===== src/rtl/seq_magnitude_comparator.sv =====
// Multi-cycle magnitude comparator: walks two WIDTH-bit operands CHUNK bits per clock,
// most-significant chunk first, and stops on the first differing chunk.
module seq_magnitude_comparator #(
    parameter int WIDTH = 16,
    parameter int CHUNK = 4
) (
    input  logic             clk,
    input  logic             rst,
    input  logic             start,
    input  logic             signed_mode,
    input  logic [WIDTH-1:0] a,
    input  logic [WIDTH-1:0] b,
    output logic             busy,
    output logic             done,
    output logic             equal,
    output logic             greater,
    output logic             lesser
);

    localparam int NCHUNK = WIDTH / CHUNK;
    localparam int IDXW   = (NCHUNK > 1) ? $clog2(NCHUNK) : 1;
    localparam logic [IDXW-1:0] TOP_IDX = IDXW'(NCHUNK - 1);

    typedef enum logic {IDLE, COMPARE} state_t;

    state_t           state;
    logic [IDXW-1:0]  idx;
    logic [WIDTH-1:0] a_q, b_q;
    logic             signed_q;
    logic [WIDTH-1:0] a_sh, b_sh;
    logic [CHUNK-1:0] a_chunk, b_chunk;
    logic             accept;

    assign accept = (state == IDLE) && start;

    // NOTE: the operand copies are pure data, always written on accept before they are read, so they carry no reset.
    always_ff @(posedge clk) begin
        if (accept) begin
            a_q      <= a;
            b_q      <= b;
            signed_q <= signed_mode;
        end
    end

    // Flipping the sign bit of the top chunk maps two's-complement order onto unsigned order.
    always_comb begin
        a_sh    = a_q >> (idx * CHUNK);
        b_sh    = b_q >> (idx * CHUNK);
        a_chunk = a_sh[CHUNK-1:0];
        b_chunk = b_sh[CHUNK-1:0];
        if (signed_q && (idx == TOP_IDX)) begin
            a_chunk[CHUNK-1] = ~a_chunk[CHUNK-1];
            b_chunk[CHUNK-1] = ~b_chunk[CHUNK-1];
        end
    end

    always_ff @(posedge clk or posedge rst) begin
        if (rst) begin
            state   <= IDLE;
            idx     <= TOP_IDX;
            busy    <= 1'b0;
            done    <= 1'b0;
            equal   <= 1'b0;
            greater <= 1'b0;
            lesser  <= 1'b0;
        end else begin
            done <= 1'b0;
            case (state)
                IDLE: begin
                    if (start) begin
                        idx   <= TOP_IDX;
                        busy  <= 1'b1;
                        state <= COMPARE;
                    end
                end
                COMPARE: begin
                    if (a_chunk != b_chunk) begin
                        greater <= (a_chunk > b_chunk);
                        lesser  <= (a_chunk < b_chunk);
                        equal   <= 1'b0;
                        done    <= 1'b1;
                        busy    <= 1'b0;
                        state   <= IDLE;
                    end else if (idx == '0) begin
                        equal   <= 1'b1;
                        greater <= 1'b0;
                        lesser  <= 1'b0;
                        done    <= 1'b1;
                        busy    <= 1'b0;
                        state   <= IDLE;
                    end else begin
                        idx <= idx - 1'b1;
                    end
                end
                default: state <= IDLE;
            endcase
        end
    end

endmodule


===== config.mk =====
export PLATFORM = sky130hd
export DESIGN_NAME = seq_magnitude_comparator
export DESIGN_NICKNAME = d
export VERILOG_FILES = /design/src/rtl/seq_magnitude_comparator.sv
export SDC_FILE = /design/constraint.sdc
export NUM_CORES = 1
export LEC_CHECK = 0
export ABC_AREA = 1
export CORE_ASPECT_RATIO = 1.25
export CORE_MARGIN = 2
export CORE_UTILIZATION = 30
export CTS_CLUSTER_SIZE = 16
export DETAILED_ROUTE_END_ITERATION = 12
export GPL_TIMING_DRIVEN = 0
export PLACE_DENSITY_LB_ADDON = 0.15
export SLEW_MARGIN = 5
export SYNTH_ARGS = -nofsm -noshare
export SYNTH_HDL_FRONTEND = slang
export SYNTH_SLANG_ARGS = --single-unit

===== constraint.sdc =====
create_clock -name clk -period 1.7 [get_ports clk]
set_input_delay 0.17 -clock clk [delete_from_list [all_inputs] [get_ports clk]]
set_output_delay 0.17 -clock clk [all_outputs]
set_load 0.01 [all_outputs]

Yosys cells after proc, flatten, opt, wreduce, memory -nomap -nowiden

Cells that the tools add are included.

Output and inout port bits: 5
Memories: 0
RAM bits: 0
ROM bits: 0
Flip-flop bits (word level): 41
Latch bits: 0
Word-level logic and storage cells: 52

Multiply operators: 0
Reduce and logical (&&, ||, !) cells: 7
Div/mod/pow operators: 0
Add/sub/neg operators: 1
$lt $le $gt $ge: 2
Equal/unequal tests: 6
Shift-type cells: 2
Bitwise gates (word level): 3
Muxes and demuxes: 21

Operators with widths:

| kind                  | count |
|---|---|
| $shr A16 B4 Y4        | 2 |
| $mux W1               | 15 |
| $mux W2               | 3 |
| $ne A2 B2 Y1 const B  | 3 |
| $gt A4 B4 Y1          | 1 |
| $lt A4 B4 Y1          | 1 |
| $ne A4 B4 Y1          | 1 |
| $pmux W1 S2           | 2 |
| $pmux W2 S2           | 1 |
| $reduce_and A2 Y1     | 2 |
| $ne A3 B1 Y1 const B  | 1 |
| $not A1 Y1            | 3 |
| $reduce_and A3 Y1     | 1 |
| $eq A2 B2 Y1 const B  | 1 |
| $logic_and A1 B1 Y1   | 2 |
| $logic_not A2 Y1      | 1 |
| $reduce_bool A2 Y1    | 1 |
| $sub A2 B1 Y2 const B | 1 |

Longest topological paths before layout

Gate-level depths: netlist of the first run.

Word-level depth: 6
Gate-level depth with buffers: 14
Depth with buffers taken out: 13

Worst setup path before layout of the first run

OpenSTA, ideal clock, no wires.

Path type: register to register
From: register idx[0]
To: register idx[1]
Required time: 1640 ps
Stages on the path, launching flop included: 13
Arrival: 1755 ps
Slack: -115 ps
Clock period less this slack: 1815 ps
Cell sequence: dfstp_2 > buf_6 > inv_6 > buf_8 > o21ai_1 > o22ai_1 > ha_1 > nand2_2 > nor2_4 > nand3_2 > nand2_2 > nand2_1 > nand2_1

Word-level cells in the longest chain between the ends: 6

Ends and longest elaborated chain:

| element                                      | RTL line | source |
|---|---|---|
| start, declared                              | 27       | `logic [IDXW-1:0] idx;` |
| start signal, assigned                       | 92       | `idx <= idx - 1'b1;` |
| $shr A16 B4 Y4, or another cell as far along | 47       | `a_sh = a_q >> (idx * CHUNK);` |
| $not A1 Y1, or another cell as far along     | 52       | `a_chunk[CHUNK-1] = ~a_chunk[CHUNK-1];` |
| $mux W1                                      | 51       | `if (signed_q && (idx == TOP_IDX)) begin` |
| $ne A4 B4 Y1                                 | 77       | `if (a_chunk != b_chunk) begin` |
| $ne A2 B2 Y1 (no line)                       | -        |  |
| $reduce_and A3 Y1 (no line)                  | -        |  |

Several ways; a longest one is shown, not always the timed one. The select of a mux whose other input is x is not followed.
A chain may end at the register's enable or synchronous reset.

Worst setup path in the final report of the first run

From: register idx[0]
To: register lesser

Word-level cells in the longest chain between the ends: 6

Ends and longest elaborated chain:

| element                                              | RTL line | source |
|---|---|---|
| branches (longest 6 deep; another with $lt A4 B4 Y1) | -        |  |
| end signal, assigned                                 | 79       | `lesser <= (a_chunk < b_chunk);` |
| end, declared                                        | 17       | `output logic lesser` |

Several ways; the timed one is not identified.

==> impl_metrics.env, run 1 <==
export IMPL_dp_hpwl_microns=2380
export IMPL_fin_skew_ns=0.00580
export IMPL_vias_per_cell=4.59
export IMPL_tns_ns=-1.83
export IMPL_dr_total_vias=1238
export IMPL_cts_root_buf="clkbuf_8"
export IMPL_synth_ff_type="edfxtp_1"
export IMPL_mostFrequentLayoutCells="40 x clkdlybuf4s50_1, 33 x edfxtp_1, 24 x nand2_1, 9 x nor2_1, 7 x nand2_2"
export IMPL_dr_pass1_iters=4
export IMPL_die_w_microns=72.6
export IMPL_syn_inst=145
export IMPL_cp_slowest_cell="dfstp_2"
export IMPL_clkSinkCount=41
export IMPL_seq_area_sq_um=1190
export IMPL_hold_viol=0
export IMPL_mappedNetlistNets=187
export IMPL_grt_pass1_vias=1295
export IMPL_synth_seq_area_share_pct=67.7
export IMPL_htreeDepth=2
export IMPL_synth_cell_types=23
export IMPL_drive_above_1_share_pct=30.4
export IMPL_critPathMaxFanout=7
export IMPL_p_sw_share_pct=37.8
export IMPL_numPortBuffers=40
export IMPL_diodes=0
export IMPL_worst_pin_slew_ns=0.682
export IMPL_fillers=532
export IMPL_grtUsageTotal_pct=11.9
export IMPL_leakagePower_nw=1.01
export IMPL_hold_buffers=0
export IMPL_synth_warnings=0
export IMPL_die_height_microns=89.7
export IMPL_rr_startpoint="idx[0]$_DFFE_PP1P_"
export IMPL_async_flop_share_pct=19.5
export IMPL_switching_power_mw=1.76
export IMPL_clk_latency_ns=0.29
export IMPL_fin_crit_ns=1.97
export IMPL_grt_first_pass_wirelength_microns=6040
export IMPL_numCtsBuffers=5
export IMPL_drt_iter0_markers=45
export IMPL_critical_path_class="register to register"
export IMPL_ios=41
export IMPL_critical_path_startpoint_type="register"
export IMPL_core_rowCount=31
export IMPL_cp_num_buf_inv=4
export IMPL_antenna_found_initial=0
export IMPL_core_sq_um=5740
export IMPL_synth_seq_cells=41
export IMPL_comb_power_share_pct=55.8
export IMPL_power_density_nw_per_um2=1790
export IMPL_final_setup_viol_count=8
export IMPL_path_depth=12
export IMPL_multi_input_area_sq_um=627
export IMPL_synth_edff_count=33
export IMPL_r2r_cells=12
export IMPL_initial_utilization_pct=30.7
export IMPL_syn2layout_area_growth_pct=48.1
export IMPL_end_kind="register"
export IMPL_cts_tree="yes"
export IMPL_fin_crit_sh_pct=116
export IMPL_wirelength_microns=3570
export IMPL_finalNetCount=245
export IMPL_avgSynthCellArea_sq_um=12.2
export IMPL_r2r_end="lesser$_DFFE_PP0P_"
export IMPL_cts_clk_slew_worst_paths_ns=0.08
export IMPL_crit_arrival_ns=2.19
export IMPL_seq_power_share_pct=30.8
export IMPL_globalplace_congestion=0.754
export IMPL_p_int_mw=2.90
export IMPL_dieArea_sq_um=6510
export IMPL_final_common_cell="clkdlybuf4s50_1"
export IMPL_fin_ws_ns=-0.274
export IMPL_pre_cts_ws_ns=-0.330
export IMPL_syn_cell_area_sq_um=1760
export IMPL_pwr_share_clk_pct=13.3
export IMPL_grt_max_degree=35
export IMPL_slew_headroom_pct=54.4
export IMPL_status="finished with violations"
export IMPL_hp_class="primary input to asynchronous set/reset pin"
export IMPL_violations="setup timing"
export IMPL_gr_total_overflow=0
export IMPL_max_cap_violations=0
export IMPL_grt_setup_unrepaired="true"
export IMPL_worstPathRequired_ns=1.91
export IMPL_fmax_ghz=0.507
export IMPL_maxSlewViolCount=0
export IMPL_cpPeakStageDelay_ns=0.55
export IMPL_cp_top_family="flip-flops"
export IMPL_ant_nets=0
export IMPL_worstPathCellList="buf_8 -> inv_8 -> buf_6 -> buf_6 -> o21ai_2 -> o22a_1 -> ha_4 -> nand2_4 -> nor2_4 -> nor2_4 -> nor2_2 -> a21oi_1"
export IMPL_ff2ff_setup_slack_ns=-0.27
export IMPL_wl_per_cell_microns=13.2
export IMPL_peakVddDrop_uv=658
export IMPL_cts_buffer_depth=2
export IMPL_drc=0
[layer usage]
layer / share of wire [%] / GRT usage [%]
met5: 0 / 0
met4: 2.1 / 4.63
met3: 3.6 / 2.69
met2: 53 / 21.4
met1: 41 / 13.0
[flip-flops by register name, indices dropped and copies added (netlist names)]
name and cells:
a_q 16, b_q 16, idx 2, busy 1, done 1, equal 1
greater 1, lesser 1, signed_q 1, state 1
[synthesized netlist by cell type, types with 4 or more instances]
cell	number	area share [%]
dfrtp_1	6	8.5
nand2_2	4	1.4
edfxtp_1	33	56
inv_1	6	1.3
ha_1	6	4.3
nand3_1	9	2.6
nand2_1	29	6.2
nor2_1	13	2.8
o21ai_0	9	2.6
o21ai_1	4	1.1
[layout make-up]
class                           count  share of cell area (%)
Clock buffer                        6                    2.78
Inverter                           10                    1.82
Buffer                              4                    2.16
Clock inverter                      2                   0.575
Sequential cell                    41                    45.7
Tap cell                           66                    3.16
Multi-Input combinational cell     90                    24.0
Timing Repair Buffer               51                    19.8
[power groups by stage]
stage                     clock network (mW)  logic, mW  registers [mW]
after global placement                     0       1.71            1.45
final                                  0.621       2.61            1.44
after floorplan                            0       1.23            1.46
after detailed placement                   0       1.75            1.46
after CTS                              0.635       2.33            1.44
after global routing                   0.671       2.88            1.47
[worst reg2reg max path, cell delays in order, from the launching register on]
cell and delay, ns:
dfstp_2 0.55, buf_8 0.15, inv_8 0.06, buf_6 0.13, buf_6 0.11, o21ai_2 0.09, o22a_1 0.19, ha_4 0.22
nand2_4 0.08, nor2_4 0.05, nor2_4 0.13, nor2_2 0.04, a21oi_1 0.12
[what timing repair did]
item                       CTS  global route
pin swaps                    4            11
buffers inserted            10             0
setup endpoints to repair    8             9
gates cloned                 1             0
resized for setup           28            16
[kinds of logic (layout without fill, tap and decap cells)]
group	count (synthesis)	count (layout)	share of synthesized area [%]
adders and majority gates	6	6	4.26
buffers and inverters	14	73	4.82
DFF	41	41	67.7
and+or+nand+nor	62	62	16.2
AOI/OAI and AO/OA	22	22	7.09
[per-stage QoR]
step | cell area, sq um | utilization (%) | hold slack (ns) | power, mW | cells
6_report | 2610 | 45.5 | 0.119 | 4.67 | 270
3_5_place_dp | 2250 | 39.2 | 0.441 | 3.20 | 251
5_1_grt | 2610 | 45.5 | 0.149 | 5.02 | 270
3_3_place_gp | 2250 | 39.2 | 0.433 | 3.16 | 251
4_1_cts | 2540 | 44.3 | 0.127 | 4.41 | 270
2_1_floorplan | 1770 | - | -0.0158 | 2.69 | 145
[how the worst max path moves through the flow]
stage / start / slack [ns] / endpoint
after CTS: idx[0]$_DFFE_PP1P_ / -0.29 / idx[1]$_DFFE_PP1P_
final: idx[0]$_DFFE_PP1P_ / -0.27 / lesser$_DFFE_PP0P_
after global placement: idx[1]$_DFFE_PP1P_ / -0.29 / idx[1]$_DFFE_PP1P_
after global routing: idx[0]$_DFFE_PP1P_ / -0.40 / idx[0]$_DFFE_PP1P_
after floorplan: idx[0]$_DFFE_PP1P_ / -0.10 / idx[0]$_DFFE_PP1P_
after detailed placement: idx[1]$_DFFE_PP1P_ / -0.33 / idx[1]$_DFFE_PP1P_
(Power assumes the default switching activity.)
==> inputs of run 2 (changes only) <==
CORE_ASPECT_RATIO = 1.2   (was 1.25)
SLEW_MARGIN = 20   (was 5)
==> run 2 against run 1 <==
Effect of this change:
- critical path depth stayed put
- highest routed layer unchanged
- clock skew is 0.0016 ns lower
- power is 7.0% lower
- the flow still finishes with violations (setup timing)
- largest power group unchanged
==> impl_metrics.env, run 2 (synthesis gave the netlist of run 1 again) <==
export IMPL_clk_latency_ns=0.29
export IMPL_dr_total_vias=1222
export IMPL_end_kind="register"
export IMPL_worstPathRequired_ns=1.93
export IMPL_met1Wirelength_microns=1380
export IMPL_fmax_ghz=0.504
export IMPL_dpl_cell_count=265
export IMPL_wl_met3_microns=169
export IMPL_critical_path_class="register to register"
export IMPL_drt_iter0_markers=32
export IMPL_leakagePower_nw=0.987
export IMPL_clkSinkCount=41
export IMPL_core_sq_um=5670
export IMPL_die_w_microns=74.0
export IMPL_fin_skew_ns=0.00419
export IMPL_crit_arrival_ns=2.22
export IMPL_status="finished with violations"
export IMPL_dr_pass1_iters=4
export IMPL_worst_pin_slew_ns=0.695
export IMPL_maxSlewViolCount=0
export IMPL_violations="setup timing"
export IMPL_power_mw=4.34
export IMPL_core_rowCount=30
export IMPL_cts_tree="yes"
export IMPL_wl_per_cell_microns=11.9
export IMPL_die_height_microns=88.0
export IMPL_gr_total_overflow=0
export IMPL_initial_utilization_pct=31.1
export IMPL_grt_max_degree=35
export IMPL_mostFrequentLayoutCells="40 x clkdlybuf4s50_1, 33 x edfxtp_1, 25 x nand2_1, 10 x nor2_1, 8 x nand3_1"
export IMPL_cts_buffer_depth=2
export IMPL_hold_buffers=0
export IMPL_layout_cells_non_filler=282
export IMPL_utilization_pct=44.9
export IMPL_syn2layout_area_growth_pct=44.3
export IMPL_ios=41
export IMPL_slew_headroom_pct=53.6
export IMPL_grt_setup_unrepaired="true"
export IMPL_peakVddDrop_uv=635
export IMPL_vias_per_cell=4.33
export IMPL_power_density_nw_per_um2=1700
export IMPL_dr_wl_met2_microns=1780
export IMPL_fin_crit_ns=1.99
export IMPL_fin_ws_ns=-0.285
export IMPL_dieArea_sq_um=6510
export IMPL_critical_path_startpoint_type="register"
export IMPL_grt_first_pass_wirelength_microns=5400
export IMPL_hold_viol=0
export IMPL_critPathMaxFanout=8
export IMPL_finalNetCount=243
export IMPL_reg_top3="a_q x16, b_q x16, idx x2"
export IMPL_numPortBuffers=40
export IMPL_drc=0
export IMPL_hp_class="primary input to asynchronous set/reset pin"
export IMPL_drive_above_1_share_pct=25.2
export IMPL_top_layer_used="met4"
export IMPL_fin_crit_sh_pct=117
export IMPL_wirelength_microns=3370
export IMPL_final_setup_viol_count=8
export IMPL_max_cap_violations=0
export IMPL_globalplace_congestion=0.769
export IMPL_ant_nets=0
export IMPL_tns_ns=-1.70
export IMPL_antenna_found_initial=0
export IMPL_grt_pass1_vias=1154
export IMPL_dp_hpwl_microns=2380
export IMPL_fillers=535
export IMPL_grtUsageTotal_pct=11.5
export IMPL_cts_clk_slew_worst_paths_ns=0.07
export IMPL_cts_root_buf="clkbuf_8"
export IMPL_diodes=0
export IMPL_numCtsBuffers=5
export IMPL_final_common_cell="clkdlybuf4s50_1"
export IMPL_htreeDepth=2
## run 2: changes by cell type in the layout (fill, tap and decap cells not counted), moves of 3 or more
cell     delta
buf_6       -3
ha_1        +3
ha_4        -3
nand3_1     +3
nand3_2     -3
## run 2: repair_timing
action / CTS / global route
buffers inserted: 6 / 1
pin swaps: 4 / 5
cloned: 2 / 0
gates resized for setup: 22 / 8
setup endpoints to repair: 8 / 8
## run 2: routing by layer
metal | up-vias | track usage [%]
met5 | - | 0
met4 | 0 | 4.96
met3 | 4 | 3.22
met2 | 29 | 19.6
met1 | 576 | 13.4
li1 | 613 | -
## run 2: worst max-delay path, cell delays in order, from the launching register on
cell and delay (ns):
dfstp_2 0.57, buf_8 0.14, inv_8 0.05, buf_8 0.13
o21ai_2 0.10, o22ai_1 0.08, ha_1 0.32, nand2_4 0.07
nor2_4 0.14, nand3_2 0.10, nand2_2 0.11, nand2_1 0.06
nand2_1 0.06
## run 2: area by class of cell
class,count,area [sq um],share of cell area [%]
inverters,10,47.5,1.87
plain buffers,4,56.3,2.21
repair buffers,49,512,20.1
clock buffers,7,76.3,3.00
flip-flops and latches,41,1190,46.9
multi-input cells,90,556,21.8
well taps,80,100,3.93
clock inverters,1,5.00,0.197
## run 2: final timing paths
path | start | end | slack (ns) | depth (start not counted)
max | idx[0]$_DFFE_PP1P_ | idx[0]$_DFFE_PP1P_ | -0.29 | 12
max reg2reg | idx[0]$_DFFE_PP1P_ | idx[0]$_DFFE_PP1P_ | -0.29 | 12
min reg2reg | equal$_DFFE_PP0P_ | equal$_DFFE_PP0P_ | 0.53 | 2
min in group clk | b[4] | b_q[4]$_DFFE_PP_ | 0.43 | 1
min | rst | done$_DFF_PP0_ | 0.12 | 2
max in group asynchronous | rst | idx[1]$_DFFE_PP1P_ | 1.30 | 2
## run 2: power by group
part           total (mW)  switching (mW)  internal, mW
Sequential           1.45           0.102          1.34
Clock               0.598           0.310         0.288
Combinational        2.30            1.19          1.11
Total                4.34            1.60          2.74
## run 2: stage by stage
step	area [sq um]	hold slack, ns	setup WS [ns]
3_5_place_dp	2270	0.441	-0.333
3_3_place_gp	2270	0.435	-0.281
4_1_cts	2520	0.133	-0.283
6_report	2550	0.124	-0.285
5_1_grt	2550	0.161	-0.406
2_1_floorplan	1770	-0.0158	-0.103
